`src/rtl/pll_lock_supervisor_if.sv`:
```
// Signal bundle between the PLL lock supervisor and its surroundings.
// The supervisor connects through the slave modport; the environment
// (PLL wrapper, reset distribution, or a testbench) uses master.
interface pll_lock_supervisor_if;
    logic       locked;
    logic       retry_req;
    logic       pll_reset;
    logic       sys_reset_n;
    logic       ready;
    logic       fault;
    logic [7:0] lock_loss_count;
    logic [2:0] state_dbg;

    modport master (
        output locked,
        output retry_req,
        input  pll_reset,
        input  sys_reset_n,
        input  ready,
        input  fault,
        input  lock_loss_count,
        input  state_dbg
    );

    modport slave (
        input  locked,
        input  retry_req,
        output pll_reset,
        output sys_reset_n,
        output ready,
        output fault,
        output lock_loss_count,
        output state_dbg
    );
endinterface

```
`src/rtl/pll_lock_supervisor.sv`:
```
// PLL lock supervisor: pulses the PLL reset, waits for lock with a timeout
// and bounded retries, requires a stable settle window, and only then
// releases the downstream system reset. Lock loss in RUN re-sequences the
// PLL and is counted (saturating). All outputs are registered decodes of
// the next state, so they line up with the state register exactly.
module pll_lock_supervisor #(
    parameter int PLL_RST_CYCLES = 16,
    parameter int LOCK_TIMEOUT   = 65535,
    parameter int SETTLE_CYCLES  = 1024,
    parameter int MAX_RETRIES    = 3,
    parameter int CNT_W          = 16
) (
    input logic                  clock_in,
    input logic                  reset_n,
    pll_lock_supervisor_if.slave bus
);

    localparam logic [2:0] ST_RESET_PLL = 3'd0;
    localparam logic [2:0] ST_WAIT_LOCK = 3'd1;
    localparam logic [2:0] ST_SETTLE    = 3'd2;
    localparam logic [2:0] ST_RUN       = 3'd3;
    localparam logic [2:0] ST_FAULT     = 3'd4;

    localparam logic [CNT_W-1:0] RST_LAST     = CNT_W'(PLL_RST_CYCLES - 1);
    localparam logic [CNT_W-1:0] TIMEOUT_LAST = CNT_W'(LOCK_TIMEOUT - 1);
    localparam logic [CNT_W-1:0] SETTLE_LAST  = CNT_W'(SETTLE_CYCLES - 1);
    localparam logic [CNT_W-1:0] CNT_ONE      = CNT_W'(1);
    localparam logic [7:0]       RETRY_LIMIT  = 8'(MAX_RETRIES);

    logic [2:0]       state, state_next;
    logic [CNT_W-1:0] count, count_next;
    logic [7:0]       retries, retries_next;
    logic [7:0]       loss_count, loss_count_next;

    logic             sync_meta;
    logic             locked_s;

    logic             pll_reset_q;
    logic             sys_reset_n_q;
    logic             ready_q;
    logic             fault_q;

    // Two-flop synchronizer for the asynchronous lock flag; held clear while
    // the PLL is in reset so a stale lock cannot leak into the next attempt.
    always_ff @(posedge clock_in) begin
        if (!reset_n || pll_reset_q) begin
            sync_meta <= 1'b0;
            locked_s  <= 1'b0;
        end else begin
            sync_meta <= bus.locked;
            locked_s  <= sync_meta;
        end
    end

    // Next-state, phase counter, retry and lock-loss bookkeeping.
    always_comb begin
        // NOTE: every variable gets a default first, so no path through the
        // case statement can leave one unassigned and infer a latch.
        state_next      = state;
        count_next      = count;
        retries_next    = retries;
        loss_count_next = loss_count;

        case (state)
            ST_RESET_PLL: begin
                if (count == RST_LAST) begin
                    state_next = ST_WAIT_LOCK;
                    count_next = '0;
                end else begin
                    count_next = count + CNT_ONE;
                end
            end

            ST_WAIT_LOCK: begin
                // Lock wins over a coincident timeout.
                if (locked_s) begin
                    state_next = ST_SETTLE;
                    count_next = '0;
                end else if (count == TIMEOUT_LAST) begin
                    count_next = '0;
                    if (retries == RETRY_LIMIT) begin
                        state_next = ST_FAULT;
                    end else begin
                        retries_next = retries + 8'd1;
                        state_next   = ST_RESET_PLL;
                    end
                end else begin
                    count_next = count + CNT_ONE;
                end
            end

            ST_SETTLE: begin
                // Any drop restarts the lock wait with a fresh timeout;
                // this also covers a drop on the final settle cycle.
                if (!locked_s) begin
                    state_next = ST_WAIT_LOCK;
                    count_next = '0;
                end else if (count == SETTLE_LAST) begin
                    state_next   = ST_RUN;
                    count_next   = '0;
                    retries_next = '0;
                end else begin
                    count_next = count + CNT_ONE;
                end
            end

            ST_RUN: begin
                if (!locked_s) begin
                    if (loss_count != 8'hFF) begin
                        loss_count_next = loss_count + 8'd1;
                    end
                    state_next = ST_RESET_PLL;
                    count_next = '0;
                end
            end

            ST_FAULT: begin
                if (bus.retry_req) begin
                    state_next   = ST_RESET_PLL;
                    count_next   = '0;
                    retries_next = '0;
                end
            end

            default: begin
                state_next = ST_RESET_PLL;
                count_next = '0;
            end
        endcase
    end

    // State, counters and output registers; outputs decode the next state so
    // they change on the same edge as the state register.
    always_ff @(posedge clock_in) begin
        // NOTE: sequential state uses non-blocking assignments so every flop
        // samples pre-edge values and the block order does not matter.
        if (!reset_n) begin
            state         <= ST_RESET_PLL;
            count         <= '0;
            retries       <= '0;
            loss_count    <= '0;
            pll_reset_q   <= 1'b1;
            sys_reset_n_q <= 1'b0;
            ready_q       <= 1'b0;
            fault_q       <= 1'b0;
        end else begin
            state         <= state_next;
            count         <= count_next;
            retries       <= retries_next;
            loss_count    <= loss_count_next;
            pll_reset_q   <= (state_next == ST_RESET_PLL) || (state_next == ST_FAULT);
            sys_reset_n_q <= (state_next == ST_RUN);
            ready_q       <= (state_next == ST_RUN);
            fault_q       <= (state_next == ST_FAULT);
        end
    end

    assign bus.pll_reset       = pll_reset_q;
    assign bus.sys_reset_n     = sys_reset_n_q;
    assign bus.ready           = ready_q;
    assign bus.fault           = fault_q;
    assign bus.lock_loss_count = loss_count;
    assign bus.state_dbg       = state;

endmodule
```
`src/flat_wrapper.sv`:
```
// flat-port wrapper written by rule: the top's interface ports become plain ports
module pll_lock_supervisor_flat 
#(
    parameter int PLL_RST_CYCLES = 16,
    parameter int LOCK_TIMEOUT   = 65535,
    parameter int SETTLE_CYCLES  = 1024,
    parameter int MAX_RETRIES    = 3,
    parameter int CNT_W          = 16
)
  (clock_in, reset_n, bus_locked, bus_retry_req, bus_pll_reset, bus_sys_reset_n, bus_ready, bus_fault, bus_lock_loss_count, bus_state_dbg);
  pll_lock_supervisor_if bus_i ();
  input logic clock_in;
  input logic reset_n;
  input wire logic [$bits(bus_i.locked)-1:0] bus_locked;
  input wire logic [$bits(bus_i.retry_req)-1:0] bus_retry_req;
  output wire logic [$bits(bus_i.pll_reset)-1:0] bus_pll_reset;
  output wire logic [$bits(bus_i.sys_reset_n)-1:0] bus_sys_reset_n;
  output wire logic [$bits(bus_i.ready)-1:0] bus_ready;
  output wire logic [$bits(bus_i.fault)-1:0] bus_fault;
  output wire logic [$bits(bus_i.lock_loss_count)-1:0] bus_lock_loss_count;
  output wire logic [$bits(bus_i.state_dbg)-1:0] bus_state_dbg;
  assign bus_i.locked = bus_locked;
  assign bus_i.retry_req = bus_retry_req;
  assign bus_pll_reset = bus_i.pll_reset;
  assign bus_sys_reset_n = bus_i.sys_reset_n;
  assign bus_ready = bus_i.ready;
  assign bus_fault = bus_i.fault;
  assign bus_lock_loss_count = bus_i.lock_loss_count;
  assign bus_state_dbg = bus_i.state_dbg;
  pll_lock_supervisor #(.PLL_RST_CYCLES(PLL_RST_CYCLES), .LOCK_TIMEOUT(LOCK_TIMEOUT), .SETTLE_CYCLES(SETTLE_CYCLES), .MAX_RETRIES(MAX_RETRIES), .CNT_W(CNT_W)) u_core (.clock_in(clock_in), .reset_n(reset_n), .bus(bus_i));
endmodule
```
`config.mk`:
```
export PLATFORM = sky130hd
export DESIGN_NAME = pll_lock_supervisor_flat
export DESIGN_NICKNAME = d
export VERILOG_FILES = /design/src/rtl/pll_lock_supervisor_if.sv /design/src/rtl/pll_lock_supervisor.sv /design/src/flat_wrapper.sv
export SDC_FILE = /design/constraint.sdc
export NUM_CORES = 1
export LEC_CHECK = 0
export CAP_MARGIN = 15
export CORE_MARGIN = 3
export CORE_UTILIZATION = 51
export DETAILED_ROUTE_END_ITERATION = 12
export GPL_ROUTABILITY_DRIVEN = 0
export PLACE_DENSITY = 0.75
export SYNTH_ARGS = -nofsm -noshare
export SYNTH_HDL_FRONTEND = slang
export SYNTH_SLANG_ARGS = --single-unit
```
`constraint.sdc`:
```
create_clock -name clock_in -period 1.9 [get_ports clock_in]
set_clock_uncertainty 0.05 [all_clocks]
set_input_delay 0.57 -clock clock_in [delete_from_list [all_inputs] [get_ports clock_in]]
set_output_delay 0.57 -clock clock_in [all_outputs]
set_load 0.005 [all_outputs]
```
## Yosys cells after proc, flatten, opt, wreduce, memory -nomap -nowiden

Cells that the tools add are included.

| word-level totals | value |
|---|---|
| register bits | 40 |
| output and inout port bits | 15 |
| logic and storage cells | 64 |
| input port bits | 4 |

| operators by class | value |
|---|---|
| bitwise operators | 1 |
| mux-type cells | 24 |
| equality and inequality tests | 18 |
| add/sub/neg operators | 3 |
| reduce and logical (&&, ||, !) cells | 9 |

Operator list:

| operator | count |
|---|---|
| $mux W16 | 7 |
| $pmux W16 S5 | 1 |
| $mux W8 | 6 |
| $mux W3 | 8 |
| $pmux W8 S3 | 1 |
| $add A16 B1 Y16 const B | 1 |
| $add A8 B1 Y8 const B | 2 |
| $eq A16 B10 Y1 const B | 1 |
| $eq A16 B16 Y1 const B | 1 |
| $eq A16 B4 Y1 const B | 1 |
| $pmux W3 S5 | 1 |
| $eq A3 B2 Y1 const B | 3 |
| $eq A8 B2 Y1 const B | 1 |
| $ne A2 B2 Y1 const B | 4 |
| $ne A8 B8 Y1 const B | 1 |
| $reduce_and A7 Y1 | 1 |
| $eq A3 B3 Y1 const B | 2 |
| $logic_not A3 Y1 | 2 |
| $ne A2 B1 Y1 const B | 3 |
| $eq A3 B1 Y1 const B | 1 |
| $reduce_and A3 Y1 | 1 |
| $reduce_bool A3 Y1 | 1 |
| $logic_or A1 B1 Y1 | 2 |
| $reduce_and A2 Y1 | 1 |
| 2 further kinds | 2 |

## Logic depth before layout (Yosys ltp)

Gate-level depths: netlist of the first run.

| logic depth | value |
|---|---|
| word-level depth | 7 |
| mapped depth | 8 |
| gate-level depth less buffers | 8 |

## Worst setup path before layout of the first run

No wires, ideal clock.

| timing path | value |
|---|---|
| path type | flip-flop to flip-flop |
| from | register u_core.count[0] |
| to | register u_core.retries[7] |
| data required time | 1.780 ns |
| setup slack | -0.225 ns |
| stages on the path, launching flop included | 9 |
| arrival time | 2.005 ns |
| library setup time | 0.070 ns |
| period minus slack after synthesis | 2.125 ns |
| cells stage by stage | dfxtp_1 -> inv_1 -> ha_1 -> nand4_1 -> or4_4 -> a22oi_4 -> nand2_4 -> or4_1 -> a21boi_1 |

| on the way | value |
|---|---|
| word-level cells in the longest chain between the ends | 3 |
| elaborated cells on any way between the ends | 5 |
| classes of those cells | 4 x eq/ne; 1 x reduce/logical |

Ends and longest elaborated chain:

| what | line | source |
|---|---|---|
| start: declaration | pll_lock_supervisor.sv:31 | `logic [CNT_W-1:0] count, count_next;` |
| start signal: assignment | pll_lock_supervisor.sv:148 | `count <= count_next;` |
| $eq A16 B10 Y1 or $eq A16 B16 Y1 (tied branches) | pll_lock_supervisor.sv:98, pll_lock_supervisor.sv:79 |  |
| $ne A2 B1 Y1 (no source line) | - |  |
| $reduce_and A7 Y1 (no source line) (*) | - |  |
| end signal: assignment | pll_lock_supervisor.sv:149 | `retries <= retries_next;` |
| end: declaration | pll_lock_supervisor.sv:32 | `logic [7:0] retries, retries_next;` |

Mark *: on every way between the ends. The rest lies on a longest branch, timed or not.
A chain may end at the register's enable or synchronous reset.

## Worst setup path in the final report of the first run

Same ends and word-level chain as after synthesis.

==> summary.txt, run 1 <==
STA
  – Count of pins over their slew limit: 0
  – Hold Vio Cnt, Final: 0
  – Worst slew pin tran: 597.3 ps
  – Slew HR: 0.5964
  – Final setup viols: 29
  – Min Tclk post-route: 2168 ps
  – Fin crit share: 1.141
  – Fmax: 0.4614 GHz
  – RSZ-0062 raised after global routing: yes
  – Final worst slack: -267.5 ps
  – Post-Route Setup TNS: -4697 ps

Clock tree
  – CTS Buf Count: 5
  – Clock transition at the registers of the reported paths: 80 ps
  – Clock latency on the worst-skew pair: 300 ps
  – Hold_buf cts: 0
  – CTS root buf: clkbuf_8
  – Bufs on Longest Clock Path: 2
  – H-tree lvl count: 2
  – CTS tree: done
  – Clock tree sinks: 40

Synth
  – Share of the synthesized area in the top cell type: 0.4033
  – Seq/Total Area, Yosys: 0.4033
  – Top post-synthesis cells by count: 40 x dfxtp_1, 24 x nor2_1, 19 x nand2_1
  – Syn Area/Cell: 8.825 µm²
  – Area of the mapped netlist: 1986 µm²
  – Post-synth top area cell: dfxtp_1
  – Cell variety after synth: 50
  – Gate Count Post-Synth: 225
  – Most frequent cell after synthesis: dfxtp_1
  – Ys async rst share: 0
  – Yosys reg bits: 40
  – Area contributors post-synth: dfxtp_1 40%, xor2_1 6.2%, nor2_1 4.5%
  – Syn_nets: 233
  – Syn. warnings: 0
  – Ys flop type: dfxtp_1
  – Post-synth EDFFs: 0

Routing
  – DR vias/cell: 6.087
  – Routed wire length: 5.926 mm
  – Initial DRC Count: 320
  – Drt pass-1 iters: 6
  – Post-DR wirelength/cell: 17.18 µm
  – Antenna violation net count after detailed routing: 0
  – Vias: 2100
  – DR DRC count: 0

Global route
  – Vias in the first global route: 1853
  – GRT overflow: 0
  – Largest net degree at the start of global routing: 15
  – Overall Global Routing Usage: 0.2280
  – First-pass GRT wire length: 8.059 mm
  – Initial antenna violation count: 0

Placed design
  – Setup WS pre-CTS: -348.2 ps
  – Port bufs: 18
  – Hpwl dp: 3.458 mm

Cells and area
  – Area of the multi-input gates: 1301 µm²
  – Layout cells sized above 1: 0.3333
  – N_diodes: 0
  – # fillers: 241
  – Layout Area Growth over Synthesis: 45.87%
  – Register Area: 812.0 µm²
  – Fin nets: 304

Floorplan
  – Die height: 68.40 µm
  – Die Width: 68.40 µm
  – Ports: 19
  – Num rows: 22
  – Starting density of the core: 0.5343
  – Core Area: 3716 µm²
  – DIE AREA: 4678 µm²

Run
  – Max Cap Viol: 0

Critical path
  – Largest delay contributor family on the critical path: simple AND/OR/NAND/NOR gates
  – Worst EP arrival: 2350 ps
  – CP Buf/Inv Count: 2
  – Critical Path RT: 2080 ps
  – Cells along the critical path: inv_2, ha_4, nand4_1, or4_4, buf_6, a22oi_4, nand2_4, or4_1, a21boi_1
  – Startpoint type of the worst setup path: register
  – CP max-delay cell: or4_4
  – Critical Path End Type: register
  – CP max stage delay: 530 ps
  – Critical-path maximum fanout: 3
  – Critical path type: register to register

Outcome
  – Outcome: complete, but fails checks
  – Failing checks: negative setup slack

Power and ir drop
  – Max IR drop VDD: 0.0004381 V
  – Pwr Density: 521.9 nW/µm²
  – Lkg Pwr: 1.148 nW

Hold path
  – HP Class: register to register
## worst register-to-register path, stage by stage, from the launching register on
cell and delay [ps]:
dfxtp_2 330, inv_2 50, ha_4 110, nand4_1 100, or4_4 530, buf_6 140
a22oi_4 180, nand2_4 70, or4_1 410, a21boi_1 130
## routing by layer
layer / GRT usage / up-vias / part of all wire
met3: 0.07225 / 31 / 0.077
met1: 0.2813 / 1003 / 0.40
met5: 0 / - / 0
met4: 0.09181 / 0 / 0.040
li1: - / 951 / -
met2: 0.3647 / 115 / 0.48
## what timing repair did
action | 4_1_cts | 5_1_grt
setup buffers | 4 | 4
pin swaps | 7 | 22
gates resized for setup | 12 | 29
cloned | 1 | 0
endpoints found under the setup margin | 28 | 35
## path summary, 6_finish.rpt
check	startpoint	end	slack [ps]	cells past startpoint
setup reg to reg	u_core.count[0]	u_core.retries[7]	-270	9
hold / removal	u_core.sync_meta	u_core.locked_s	440	1
hold reg to reg	u_core.sync_meta	u_core.locked_s	440	1
setup / recovery	u_core.count[0]	u_core.retries[7]	-270	9
## state kept, by name (all words and copies together) (netlist names)
name                        count
u_core.bus.pll_reset            1
u_core.sync_meta                1
u_core.bus.sys_reset_n          1
u_core.bus.state_dbg            3
u_core.bus.lock_loss_count      8
u_core.locked_s                 1
u_core.bus.fault                1
u_core.retries                  8
u_core.count                   16
## stage by stage
stage               area (µm²)  total power [mW]  instances    util  hold WS (ps)
finish                    2897             1.512        345  0.7795         442.9
global route              2897             1.558        345  0.7795         469.2
CTS                       2753             1.506        342  0.7407         450.3
global placement          2576            0.9345        329  0.6933         417.2
floorplan                 2016            0.8987        225       -         398.0
detailed placement        2576            0.9363        329  0.6933         430.3
## cell families after synthesis
logic type,after synthesis,synth area share
AO/OA/AOI/OAI,29,0.1191
XOR/XNOR,22,0.09704
adder cells (fa/ha/maj),4,0.02521
buffers and inverters,10,0.02079
flip-flops,40,0.4033
multiplexers,2,0.01008
AND/OR/NAND/NOR,118,0.3245
## power breakdown
group / total (mW) / leakage [nW] / internal [mW] / switching, mW
registers: 0.848 / 0.326 / 0.844 / 0.00450
logic: 0.0819 / 0.776 / 0.0386 / 0.0433
clock network: 0.582 / 0.0455 / 0.296 / 0.285
total: 1.51 / 1.15 / 1.18 / 0.333
## layout by cell type (no fill, tap or decap), types with 5 or more instances in the layout
cell	netlist	final
buf_4	1	43
nand4_1	10	10
and2_1	9	8
buf_6	0	7
dfxtp_1	40	33
and3_1	8	7
nor2b_1	5	5
dfxtp_2	0	6
nand3_1	17	13
xnor2_1	8	8
xor2_1	14	14
clkbuf_8	0	6
nand2_1	19	18
nor2_1	24	21
clkdlybuf4s50_1	0	18
## layout make-up
type,instances,share of cell area
Sequential cell,40,0.2803
Tap cell,48,0.02073
Clock buffer,8,0.03110
Inverter,3,0.003888
Multi-Input combinational cell,176,0.4492
Timing Repair Buffer,70,0.2147
Note: power is estimated with default switching activity, not from simulation.
==> run 2, diff against run 1 <==
--- a/config.mk
+++ b/config.mk
@@ -7,10 +7,9 @@
 export LEC_CHECK = 0
 export CAP_MARGIN = 15
 export CORE_MARGIN = 3
-export CORE_UTILIZATION = 51
+export CORE_UTILIZATION = 26
 export DETAILED_ROUTE_END_ITERATION = 12
 export GPL_ROUTABILITY_DRIVEN = 0
-export PLACE_DENSITY = 0.75
 export SYNTH_ARGS = -nofsm -noshare
 export SYNTH_HDL_FRONTEND = slang
 export SYNTH_SLANG_ARGS = --single-unit
==> constraint.sdc (replaced) <==
create_clock -name clock_in -period 2.05 [get_ports clock_in]
set_clock_uncertainty 0.05 [all_clocks]
set_input_delay 0.615 -clock clock_in [delete_from_list [all_inputs] [get_ports clock_in]]
set_output_delay 0.615 -clock clock_in [all_outputs]
set_load 0.005 [all_outputs]
==> run 2 against run 1 <==
  * The run still ends with negative setup slack left
  * Clock-buffer cell count is the same
  * Final cell count grew 12%
  * Sequential share of layout area grew 1.2 points
  * Utilization shrank 40 points
  * Clock power shrank 6.4%
  * Non-clock buffer count shrank 9
  * Global-route usage shrank 11 points
  * Sequential cell count is the same
  * Power shrank 7.7%
  * Largest power group unchanged
==> summary.txt, run 2 (same netlist as run 1, synthesis figures left out) <==
Outcome
  – Outcome: complete, but fails checks
  – Failing checks: negative setup slack

Routing
  – Routed wire length: 4.748 mm (-20%)
  – Initial DRC Count: 98 (-69%)
  – Post-DR wirelength/cell: 12.30 µm (-28%)
  – DR vias/cell: 4.902 (-19%)
  – Vias: 1892 (-9.9%)
  – Antenna violation net count after detailed routing: 0 (unchanged)
  – DR DRC count: 0 (unchanged)
  – Drt pass-1 iters: 4 (-2)

Power and ir drop
  – Max IR drop VDD: 0.0002217 V (-49%)
  – Pwr Total: 1.395 mW (-7.7%)
  – Lkg Pwr: 1.072 nW (-6.6%)
  – Pwr Density: 506.1 nW/µm² (-3.0%)

Critical path
  – Reg2reg end: u_core.retries[7]
  – CP Buf/Inv Count: 2 (unchanged)
  – Critical Path End Type: register
  – Largest delay contributor family on the critical path: simple AND/OR/NAND/NOR gates
  – Reg2Reg Setup Slack: -90 ps (+170 ps)
  – Levels on crit path: 9 (unchanged)
  – Critical path type: register to register
  – CP max-delay cell: or4_4
  – Worst Reg-to-Reg Cells: 9 (unchanged)
  – Worst EP arrival: 2320 ps (-30 ps)
  – Startpoint type of the worst setup path: register
  – Worst R2R Start: u_core.count[0]
  – Cells along the critical path: inv_2, ha_4, nand4_1, or4_4, buf_6, a22oi_4, nand2_4, or4_1, a21boi_1
  – CP max stage delay: 500 ps (-30 ps)
  – Critical-path maximum fanout: 4 (+1)
  – Crit path launch: u_core.count[0]
  – Critical Path RT: 2220 ps (+140 ps)

STA
  – RSZ-0062 raised after global routing: yes
  – Min Tclk post-route: 2144 ps (-24.02 ps)
  – Fin Hold WS: 429.0 ps (-13.90 ps)
  – Post-Route Setup TNS: -1097 ps (+3601 ps)
  – Hold Vio Cnt, Final: 0 (unchanged)
  – Fin crit share: 1.046 (-0.09519)
  – Count of pins over their slew limit: 0 (unchanged)
  – Final worst slack: -93.50 ps (+174.0 ps)
  – Slew HR: 0.7510 (+0.1546)
  – Fmax: 0.4665 GHz (+1.1%)
  – Final setup viols: 17 (-41%)
  – Worst slew pin tran: 368.5 ps (-228.8 ps)

Cells and area
  – Commonest non-fill, non-tap cell in the layout: buf_4
  – Area of the multi-input gates: 1204 µm² (-7.5%)
  – Final Util: 0.3760 (-0.4035)
  – Fin nets: 294 (-3.3%)
  – Layout cells sized above 1: 0.2648 (-0.06852)
  – Final Non-Filler Cells: 386 (+12%)
  – Reg with most FFs: u_core.count
  – Max reg flops: 16 (unchanged)
  – Register Area: 804.5 µm² (-0.92%)
  – # fillers: 737 (+210%)
  – Most frequent cells in the layout: 40 x buf_4, 37 x dfxtp_1, 24 x nor2_1, 18 x clkdlybuf4s50_1, 17 x nand2_1
  – Layout Area Growth over Synthesis: 38.82%
  – N_diodes: 0 (unchanged)

Clock tree
  – Bufs on Longest Clock Path: 2 (unchanged)
  – CTS tree: done
  – CTS root buf: clkbuf_8
  – Clock latency on the worst-skew pair: 290 ps (about the same)
  – H-tree lvl count: 2 (unchanged)
  – CTS Buf Count: 5 (unchanged)
  – Clock tree sinks: 40 (unchanged)
  – Clock transition at the registers of the reported paths: 80 ps (about the same)

Global route
  – GRT overflow: 0 (unchanged)
  – Overall Global Routing Usage: 0.1142 (-0.1138)
  – First-pass GRT wire length: 8.086 mm (+0.34%)
  – Largest net degree at the start of global routing: 14 (-1)
  – Initial antenna violation count: 0 (unchanged)
  – Vias in the first global route: 1770 (-4.5%)

Floorplan
  – Num rows: 31 (+41%)
  – Core Area: 7331 µm² (+97%)
  – Starting density of the core: 0.2709 (-0.2635)
  – Die Width: 93.39 µm (+37%)
  – DIE AREA: 8722 µm² (+86%)
  – Die height: 93.39 µm (+37%)
  – Ports: 19 (unchanged)

Placed design
  – Placed cell count: 375 (+14%)
  – Port bufs: 18 (unchanged)
  – Hpwl dp: 3.541 mm (+2.4%)

Hold path
  – Min-delay src: u_core.sync_meta
  – Worst hold path depth: 1 (unchanged)
  – Worst Hold Path EP: u_core.locked_s
  – HP Class: register to register

Run
  – Max Cap Viol: 0 (unchanged)
## run 2: area by class of cell
| class | count | area share |
|---|---|---|
| multi-input cells | 175 | 0.4367 |
| flip-flops and latches | 40 | 0.2919 |
| repair buffers | 61 | 0.1897 |
| well taps | 99 | 0.04494 |
| clock buffers | 8 | 0.03268 |
| inverters | 3 | 0.004085 |
## run 2: report_power, final
group | internal [mW] | switching [mW]
Sequential | 0.782 | 0.00583
Combinational | 0.0321 | 0.0304
Clock | 0.275 | 0.270
Total | 1.09 | 0.306
## run 2: through the flow
stage	cell area, µm²	setup slack (ps)
floorplan	2008	-0.8544
global placement	2595	-190.3
detailed placement	2595	-187.8
CTS	2719	-101.6
global route	2756	-239.4
finish	2756	-93.50
## run 2: what timing repair did
item | CTS | global route
resized for setup | 6 | 10
buffers inserted | 2 | 1
gates cloned | 0 | 0
setup endpoints to repair | 23 | 26
pin swaps | 7 | 3
hold buffers | 0 | 0
## run 2: how the worst max path moves through the flow
stage                        end
2_1_floorplan  u_core.retries[7]
3_3_place_gp   u_core.retries[7]
3_5_place_dp   u_core.retries[7]
4_1_cts        u_core.retries[7]
5_1_grt        u_core.retries[7]
6_report       u_core.retries[7]
## run 2: per-layer routing
metal / routed length (µm) / GRT usage / part of all wire
met5: 0 / 0 / 0
met4: 70 / 0.03297 / 0.015
met3: 171 / 0.02977 / 0.036
met2: 2300 / 0.1948 / 0.48
met1: 2206 / 0.1409 / 0.46
==> run 3, diff against run 2 <==
--- a/config.mk
+++ b/config.mk
@@ -6,6 +6,7 @@
 export NUM_CORES = 1
 export LEC_CHECK = 0
 export CAP_MARGIN = 15
+export CORE_ASPECT_RATIO = 0.9
 export CORE_MARGIN = 3
 export CORE_UTILIZATION = 26
 export DETAILED_ROUTE_END_ITERATION = 12
==> run 3 against run 2 <==
  * The run still ends with negative setup slack left
  * Clock power is 3% higher
  * Final cell count is 1.3% lower
  * Via count is 0.74% lower
  * Register-to-register slack better by 20 ps
  * Die area hardly changed
  * Setup slack better by 17 ps
  * Worst hold slack better by 17 ps
  * Sequential share of layout area is 0.56 points lower
  * Utilization is 1.6 points higher
  * Fmax is 0.78% higher
  * Critical endpoint unchanged
  * Largest power group unchanged
  * Highest routed layer unchanged
==> summary.txt, run 3 (same netlist as run 1, synthesis figures left out) <==
Critical path
  – CP max-delay cell: or4_4
  – Critical Path End Type: register
  – Critical Path RT: 2230 ps (about the same)
  – CP max stage delay: 500 ps (about the same)
  – Worst EP arrival: 2310 ps (about the same)
  – Crit path top cell by count: or4_4
  – Cells along the critical path: inv_2, ha_4, nand4_1, or4_4, buf_6, a22oi_4, nand2_4, or4_4, a21boi_2
  – Critical path type: register to register
  – Critical-path maximum fanout: 4 (unchanged)
  – Startpoint type of the worst setup path: register

Placed design
  – Hpwl dp: 3.482 mm (-1.7%)
  – Placed Instance Area: 2567 µm² (-1.1%)
  – Port bufs: 18 (unchanged)

Cells and area
  – Most frequent cells in the layout: 38 x buf_4, 35 x dfxtp_1, 21 x nor2_1, 18 x clkdlybuf4s50_1, 17 x nand2_1
  – Layout cells sized above 1: 0.3056 (+0.04075)
  – Reg with most FFs: u_core.count
  – N_diodes: 0 (unchanged)
  – Max reg flops: 16 (unchanged)
  – Layout Area Growth over Synthesis: 42.41%
  – Final Cell Area: 2828 µm² (+2.6%)
  – Commonest non-fill, non-tap cell in the layout: buf_4
  – Final Util: 0.3916 (+0.01561)
  – Fin nets: 296 (+0.68%)

Power and ir drop
  – Lkg Pwr: 1.091 nW (+1.8%)
  – Max IR drop VDD: 0.0002209 V (-0.34%)
  – Pwr Density: 499.9 nW/µm² (-1.2%)
  – Pwr Total: 1.413 mW (+1.3%)

STA
  – Fin crit share: 1.038 (-0.008071)
  – Fmax: 0.4702 GHz (+0.78%)
  – RSZ-0062 raised after global routing: yes
  – Hold Vio Cnt, Final: 0 (unchanged)
  – Worst slew pin tran: 360.0 ps (-8.550 ps)
  – Fin Hold WS: 445.9 ps (+16.95 ps)
  – Final setup viols: 10 (-7)
  – Slew HR: 0.7567 (+0.005778)
  – Count of pins over their slew limit: 0 (unchanged)
  – Final worst slack: -76.96 ps (+16.55 ps)
  – Post-Route Setup TNS: -344.5 ps (+752.3 ps)
  – Min Tclk post-route: 2127 ps (-16.55 ps)

Global route
  – Overall Global Routing Usage: 0.1152 (+0.001022)
  – Largest net degree at the start of global routing: 16 (+2)
  – GRT overflow: 0 (unchanged)
  – First-pass GRT wire length: 8.259 mm (+2.1%)
  – Vias in the first global route: 1788 (+1.0%)
  – Initial antenna violation count: 0 (unchanged)

Routing
  – Antenna violation net count after detailed routing: 0 (unchanged)
  – Vias: 1878 (-0.74%)
  – Drt pass-1 iters: 5 (+1)
  – DR DRC count: 0 (unchanged)
  – Routed wire length: 4.867 mm (+2.5%)
  – Initial DRC Count: 64 (-35%)
  – Post-DR wirelength/cell: 12.77 µm (+3.9%)
  – DR vias/cell: 4.929 (+0.56%)

Clock tree
  – Clock transition at the registers of the reported paths: 80 ps (about the same)
  – H-tree lvl count: 2 (unchanged)
  – CTS tree: done
  – Clock tree sinks: 40 (unchanged)
  – Clock latency on the worst-skew pair: 290 ps (about the same)
  – CTS Buf Count: 5 (unchanged)
  – CTS root buf: clkbuf_8
  – Bufs on Longest Clock Path: 2 (unchanged)
  – Hold_buf cts: 0 (unchanged)

Floorplan
  – Starting density of the core: 0.2750 (+0.004130)
  – Die height: 88.91 µm (-4.8%)
  – Num rows: 29 (-6.5%)
  – Die Width: 98.12 µm (+5.1%)
  – DIE AREA: 8723 µm² (about the same)
  – Core Area: 7221 µm² (-1.5%)
  – Ports: 19 (unchanged)

Hold path
  – HP Class: register to register

Run
  – Max Cap Viol: 0 (unchanged)

Outcome
  – Failing checks: negative setup slack
  – Outcome: complete, but fails checks
[run 3: per-stage QoR]
stage,std cells,worst slack [ps]
2_1_floorplan,225,-0.8544
3_3_place_gp,368,-188.4
3_5_place_dp,368,-194.2
5_1_grt,381,-165.1
6_report,381,-76.96
4_1_cts,378,-74.61
[run 3: timing repair]
item                                   4_1_cts  5_1_grt
setup endpoints to repair                   25       25
gates cloned                                 0        1
endpoints found under the hold margin        0        0
gates resized for setup                     10       24
pin swaps                                    9       17
setup buffers                                3        2
[run 3: cell type report]
cell class                 instances  area, µm²
clock buffer                       7      96.34
fill                             721       4393
inverter                           3      11.26
multi-input combinational        176       1261
sequential                        40      809.5
tap                               93      116.4
timing repair buffer              62      533.0
[run 3: per-layer routing]
layer  wire, µm  GRT usage  vias to the layer above
met4         40    0.03774                        0
met3        197    0.02964                        5
met2       2242     0.1867                       37
met5          0          0                        -
met1       2387     0.1516                      896
li1           -          -                      940
[run 3: where the power goes]
part	internal (mW)	switching, mW
sequential	0.781	0.00387
combinational	0.0312	0.0351
clock	0.300	0.263
total	1.11	0.302
[run 3: worst max-delay path, delay by kind of cell, from the launching register on]
kind | cells | cell delay [ps]
flip-flops | 1 | 330
adder cells (fa/ha/maj) | 1 | 110
buffers and inverters | 2 | 190
AO/OA/AOI/OAI | 2 | 300
AND/OR/NAND/NOR | 4 | 1080
[run 3: worst paths after layout]
path	endpoint	slack, ps	startpoint	cells past startpoint
max reg2reg	u_core.retries[7]	-80	u_core.count[0]	9
min	u_core.locked_s	450	u_core.sync_meta	1
min reg2reg	u_core.locked_s	450	u_core.sync_meta	1
max	u_core.retries[7]	-80	u_core.count[0]	9
